===== config.mk =====
export PLATFORM = sky130hd
export DESIGN_NAME = uart_rx_fifo
export DESIGN_NICKNAME = d
export VERILOG_FILES = /design/src/rtl/uart_rx_fifo.sv
export SDC_FILE = /design/constraint.sdc
export NUM_CORES = 1
export LEC_CHECK = 0
export BUFFER_PORTS_ARGS = -buffer_cell sky130_fd_sc_hd__buf_2
export CAP_MARGIN = 25
export CORE_ASPECT_RATIO = 1.1
export CORE_UTILIZATION = 55
export DETAILED_ROUTE_END_ITERATION = 8
export GPL_TIMING_DRIVEN = 0
export MAX_ROUTING_LAYER = met4
export PLACE_DENSITY = 0.85
export REMOVE_ABC_BUFFERS = 1
export SLEW_MARGIN = 5
export SYNTH_ARGS = -nofsm -noshare
export SYNTH_HDL_FRONTEND = slang
export SYNTH_SLANG_ARGS = --single-unit

===== constraint.sdc =====
create_clock -name clk -period 2.5 [get_ports clk]
set_clock_uncertainty 0.15 [all_clocks]
set_input_delay 0.5 -clock clk [delete_from_list [all_inputs] [get_ports clk]]
set_output_delay 0.5 -clock clk [all_outputs]
set_load 0.03 [all_outputs]

===== src/rtl/uart_rx_fifo.sv =====
// 8N1 UART receiver with 16x oversampling feeding a first-word-fall-through FIFO.
// Framing errors and overruns are reported in sticky flags cleared by clr_err.
module uart_rx_fifo #(
    parameter int unsigned CLK_HZ = 50_000_000,
    parameter int unsigned BAUD   = 9600,
    parameter int unsigned DEPTH  = 16
) (
    input  logic                     clk,
    input  logic                     reset_n,
    input  logic                     rxd,
    output logic [7:0]               rd_data,
    output logic                     rd_valid,
    input  logic                     rd_ready,
    output logic [$clog2(DEPTH):0]   count,
    output logic                     frame_err,
    output logic                     overrun,
    input  logic                     clr_err
);

    localparam int unsigned DIV   = (CLK_HZ + BAUD * 8) / (BAUD * 16);
    localparam int unsigned DIV_W = (DIV > 1) ? $clog2(DIV) : 1;
    localparam int unsigned AW    = $clog2(DEPTH);
    localparam int unsigned CW    = AW + 1;

    typedef enum logic [2:0] {StIdle, StStart, StData, StStop, StWaitHigh} state_e;

    logic [1:0]       sync_q;
    logic             rxs;
    logic [DIV_W-1:0] div_q, div_d;
    logic             tick;
    state_e           state_q, state_d;
    logic [3:0]       tc_q, tc_d;
    logic [2:0]       bi_q, bi_d;
    logic [7:0]       shift_q, shift_d;
    logic             push_q, push_d;
    logic [7:0]       push_data_q, push_data_d;
    logic             frame_set;

    logic [7:0]       mem [DEPTH];
    logic [AW-1:0]    wr_ptr_q, rd_ptr_q;
    logic [CW-1:0]    count_q;
    logic             full, pop, wr_en, ovf_set;
    logic             frame_err_q, overrun_q;

    assign rxs  = sync_q[1];
    assign tick = (div_q == DIV_W'(DIV - 1));

    // Divider restarts on the start edge so ticks are phase-aligned to the frame.
    always_comb begin
        div_d = tick ? '0 : div_q + DIV_W'(1);
        if (state_q == StIdle && !rxs) div_d = '0;
    end

    always_comb begin
        state_d     = state_q;
        tc_d        = tc_q;
        bi_d        = bi_q;
        shift_d     = shift_q;
        push_d      = 1'b0;
        push_data_d = push_data_q;
        frame_set   = 1'b0;
        unique case (state_q)
            StIdle: begin
                if (!rxs) begin
                    state_d = StStart;
                    tc_d    = '0;
                end
            end
            StStart: begin
                if (tick) begin
                    if (tc_q == 4'd7) begin
                        if (rxs) begin
                            state_d = StIdle;
                        end else begin
                            state_d = StData;
                            tc_d    = '0;
                            bi_d    = '0;
                        end
                    end else begin
                        tc_d = tc_q + 4'd1;
                    end
                end
            end
            StData: begin
                if (tick) begin
                    tc_d = tc_q + 4'd1;
                    if (tc_q == 4'd15) begin
                        shift_d[bi_q] = rxs;
                        if (bi_q == 3'd7) state_d = StStop;
                        else              bi_d    = bi_q + 3'd1;
                    end
                end
            end
            StStop: begin
                if (tick) begin
                    tc_d = tc_q + 4'd1;
                    if (tc_q == 4'd15) begin
                        if (rxs) begin
                            push_d      = 1'b1;
                            push_data_d = shift_q;
                            state_d     = StIdle;
                        end else begin
                            frame_set = 1'b1;
                            state_d   = StWaitHigh;
                        end
                    end
                end
            end
            StWaitHigh: begin
                if (rxs) state_d = StIdle;
            end
            default: state_d = StIdle;
        endcase
    end

    always_ff @(posedge clk or negedge reset_n) begin
        if (!reset_n) begin
            sync_q      <= 2'b11;
            div_q       <= '0;
            state_q     <= StIdle;
            tc_q        <= '0;
            bi_q        <= '0;
            shift_q     <= '0;
            push_q      <= 1'b0;
            push_data_q <= '0;
        end else begin
            sync_q      <= {sync_q[0], rxd};
            div_q       <= div_d;
            state_q     <= state_d;
            tc_q        <= tc_d;
            bi_q        <= bi_d;
            shift_q     <= shift_d;
            push_q      <= push_d;
            push_data_q <= push_data_d;
        end
    end

    assign rd_valid = (count_q != '0);
    assign pop      = rd_valid && rd_ready;
    assign full     = (count_q == CW'(DEPTH));
    // When full, a same-cycle pop frees the head slot, which wr_ptr aliases.
    assign wr_en    = push_q && (!full || pop);
    assign ovf_set  = push_q && full && !pop;

    always_ff @(posedge clk) begin
        if (wr_en) mem[wr_ptr_q] <= push_data_q;
    end

    always_ff @(posedge clk or negedge reset_n) begin
        if (!reset_n) begin
            wr_ptr_q    <= '0;
            rd_ptr_q    <= '0;
            count_q     <= '0;
            frame_err_q <= 1'b0;
            overrun_q   <= 1'b0;
        end else begin
            if (wr_en) wr_ptr_q <= wr_ptr_q + AW'(1);
            if (pop)   rd_ptr_q <= rd_ptr_q + AW'(1);
            if (wr_en && !pop)      count_q <= count_q + CW'(1);
            else if (pop && !wr_en) count_q <= count_q - CW'(1);
            frame_err_q <= frame_set | (frame_err_q & ~clr_err);
            overrun_q   <= ovf_set | (overrun_q & ~clr_err);
        end
    end

    assign rd_data   = rd_valid ? mem[rd_ptr_q] : 8'h00;
    assign count     = count_q;
    assign frame_err = frame_err_q;
    assign overrun   = overrun_q;

endmodule


==> results_dict.tcl <==
set metrics [dict create \
    buffers_on_ports 20 \
    first_pass_iters 5 \
    synth_cells 453 \
    reg2reg_depth 11 \
    grt_start_max_net_pins 33 \
    core_um2 13400 \
    synth.distinct_cells 48 \
    dr.first_iter.drc_count 381 \
    via_count 4152 \
    ff_latch_area_um2 5180 \
    crit_path_cells "clkbuf_16 -> mux4_2 -> mux2i_1 -> o22ai_1 -> buf_4" \
    critical_path.slowest_cell "dfrtp_4" \
    setup-violations-final 8 \
    start_util 0.569 \
    power.share.clock 0.369 \
    globalRouteTotalUtil 0.239 \
    power.ir.vdd_worst_v 0.000597 \
    netlist_area_um2 7620 \
    max-clock-path-buffers 2 \
    crit_fanout 6 \
    clk_transition_reported_paths_ns 0.06 \
    timing_max_transition_violations_final 0 \
    yosys_most_used_dff "edfxtp_1" \
    switchingPower_uw 2010 \
    achievable-frequency_mhz 347 \
    fin_ws_ns -0.380 \
    placed_area_um2 7930 \
    design.die.area_um2 14300 \
    post_layout_instance_area_um2 8970 \
    yosysWarningCount 0 \
    ctsRootBufferMaster "clkbuf_16" \
    period_needed_ns 2.88 \
    power.density_cell_area_nw_per_um2 865 \
    power.switching_fraction 0.260 \
    die_h_um 125 \
    detail_route.wl_per_cell_um 21.9 \
    failed_checks "setup timing" \
    worst_r2r_start "count[0]$_DFFE_PN0P_" \
    status "complete, but fails checks" \
    cp_data_arrival_time_ns 2.23 \
    die_width_um 114 \
    maxSlewHeadroom 0.552 \
    place.gp.congestion 0.856 \
    path_buf_inv 2 \
    hold_path_depth 1 \
    multi_input_area_um2 2410 \
    grt_first_pass_wirelength_um 24000 \
    r2r_end "count[4]$_DFFE_PN0P_" \
    nets 525 \
    tritoncts_clock_tree "done" \
    rsz0062_at_grt "yes" \
    synth.yosys.seq_area_share 0.679 \
    pwr-share-seq 0.460 \
    criticalPathCategory "flop to primary output" \
    timing.final.crit_share 1.15 \
    dp_worst_setup_slack_ns -0.580 \
    drcViolationCount 0 \
    hold_end "sync_q[0]$_DFF_PN1_" \
    ioPinCount 21 \
    avgViaCountPerCell 5.92 \
    grt-ovfl-total 0 \
    fraction_of_layout_instances_using_a_drive_strength_above_1 0.319 \
    grt_pass1_vias 4346 \
    p_leak_uw 0.00367 \
    totalWireLength_um 15400 \
    slowest_delay_ns 0.54 \
    h-tree-depth 4 \
    dp.final_hpwl_um 8980 \
    layout_filler_cell_count 853 \
    crit_path_end_kind "primary output" \
    timing_worst_slew_pin_value_ns 0.672 \
    number_of_synthesized_flops_with_an_enable_pin 128 \
    clock_insertion_delay_at_the_later_pin_of_the_skew_report_ns 0.43 \
    ant_nets 0 \
    hold_path_class "input pin to flop" \
    timing.final.hold_violations 0 \
    cts_inserted_buffers 17 \
    worst-endpoint-required_ns 1.85 \
    internal-power_uw 5750 \
    syn_area_per_cell_um2 16.8 \
    final.setup.tns_ns -2.72 \
    drv_cap 0 \
    timing.reg2reg.setup_slack_ns 0.03 \
    yosys_register_bits 181 \
    timing.critical_path.max_delay_family "multiplexers" \
    antenna_cells_inserted 0 \
    share_of_synthesized_flip_flops_with_an_asynchronous_set_or_reset 0.293 \
    worstSetupStartpointType "flop" \
    antenna_found_initial 0 \
    clock_sinks 181 \
    min-delay-start "rxd" \
    power.share.combinational 0.171 \
    area_growth_pct 17.7 \
    floorplan.rows 44 \
]
[worst max path at each step]
stage / cells after the start / slack (ns) / end / startpoint
after global routing: 5 / -0.41 / rd_data[4] / rd_ptr_q[0]$_DFFE_PN0N_
after detailed placement: 11 / -0.58 / count[4]$_DFFE_PN0P_ / count[0]$_DFFE_PN0P_
after floorplan: 3 / -0.63 / rd_data[6] / rd_ptr_q[0]$_DFFE_PN0N_
after global placement: 4 / -1.31 / rd_data[5] / rd_ptr_q[0]$_DFFE_PN0N_
final: 5 / -0.38 / rd_data[4] / rd_ptr_q[0]$_DFFE_PN0N_
after CTS: 5 / -0.35 / rd_data[7] / rd_ptr_q[0]$_DFFE_PN0N_
[through the flow]
| stage | util | hold WS (ns) | total power [uW] | cells |
|---|---|---|---|---|
| after floorplan | - | 0.0544 | 4250 | 434 |
| after global placement | 0.588 | 0.197 | 4510 | 638 |
| after detailed placement | 0.593 | 0.197 | 4580 | 644 |
| after CTS | 0.663 | 0.00818 | 7690 | 698 |
| after global routing | 0.670 | 0.00404 | 8000 | 701 |
| final | 0.670 | 0.0238 | 7760 | 701 |
[logic make-up (layout without fill, tap and decap cells)]
logic type | Yosys count | count (layout) | synth area share
mux | 71 | 71 | 0.153
buf+inv | 36 | 100 | 0.0194
xor+xnor | 18 | 18 | 0.0207
fa+ha+maj | 16 | 16 | 0.0273
compound gates | 34 | 34 | 0.0282
simple gates | 97 | 97 | 0.0728
flops | 181 | 181 | 0.679
[cell type report]
type	count	area share
multi-input cells	236	0.269
repair buffers	51	0.0476
clock inverters	11	0.0193
well taps	184	0.0257
flip-flops and latches	181	0.578
inverters	17	0.00795
clock buffers	21	0.0525
[flip-flops by register name, indices dropped and copies added, names as in the netlist, 4 cells and up]
| name | cells |
|---|---|
| count | 5 |
| div_q | 9 |
| mem | 128 |
| push_data_q | 8 |
| rd_ptr_q | 4 |
| shift_q | 8 |
| tc_q | 4 |
| wr_ptr_q | 4 |
[power by group through the flow]
| stage | Clock [uW] | Combinational (uW) | Sequential [uW] |
|---|---|---|---|
| 6_report | 2860 | 1330 | 3570 |
| 5_1_grt | 3000 | 1420 | 3580 |
| 4_1_cts | 2890 | 1250 | 3550 |
| 3_5_place_dp | 0 | 916 | 3660 |
| 3_3_place_gp | 0 | 750 | 3760 |
| 2_1_floorplan | 0 | 553 | 3700 |
[layout by cell type, fill, tap and decap left out, drive strengths merged, types with 2 or more instances in the layout]
cell type and instances:
clkbuf 22, nand4 5, buf 49, nor3 7, edfxtp 128, mux2i 21, a31oi 2, and3 6
nor3b 7, dfrtp 51, nor4 2, and2 9, mux2 18, nor2b 3, mux4 32, o31ai 3
nor2 21, clkinvlp 4, a21oi 7, nand2b 3, inv 18, dfstp 2, bufinv 4, xor2 5
ha 15, nand3b 2, xnor2 13, o21ai 4, nand3 11, clkinv 2, nand2 16, or2 2
o22ai 11, a21o 2
[synth_stat cells (4+ instances only)]
cell type | count | area (um2)
dfrtp_1 | 51 | 1280
clkbuf_1 | 12 | 45.0
mux2_2 | 10 | 113
o22ai_1 | 11 | 68.8
a21oi_1 | 7 | 35.0
ha_1 | 15 | 188
xnor2_1 | 13 | 114
nor3_1 | 5 | 25.0
edfxtp_1 | 128 | 3840
nand2_1 | 16 | 60.1
nor2_1 | 21 | 78.8
mux4_2 | 32 | 721
inv_1 | 16 | 60.1
and2_1 | 9 | 56.3
xor2_1 | 5 | 43.8
nand3_1 | 10 | 50.1
o21ai_0 | 4 | 20.0
mux2_4 | 8 | 120
nand4_1 | 5 | 31.3
mux2i_1 | 21 | 210
buf_2 | 4 | 20.0
and3_1 | 6 | 37.5
nor3b_1 | 7 | 52.6
[metal layers]
| layer | vias up | wire, um | track usage | part of all wire |
|---|---|---|---|---|
| met4 | 0 | 226 | 0.0726 | 0.015 |
| met1 | 2149 | 6100 | 0.302 | 0.40 |
| met2 | 146 | 8210 | 0.389 | 0.53 |
| met3 | 19 | 827 | 0.0519 | 0.054 |
| met5 | - | 0 | - | 0 |
| li1 | 1838 | - | - | - |
[what timing repair did]
item | in CTS | in global routing
hold buffers | 1 | 0
pin swaps | 3 | 9
buffers inserted | 20 | 4
gates resized for setup | 32 | 11
cloned | 1 | 1
endpoints found under the setup margin | 31 | 22
hold endpoints to repair | 21 | 0
No activity file was read; power rests on OpenSTA's default activity.
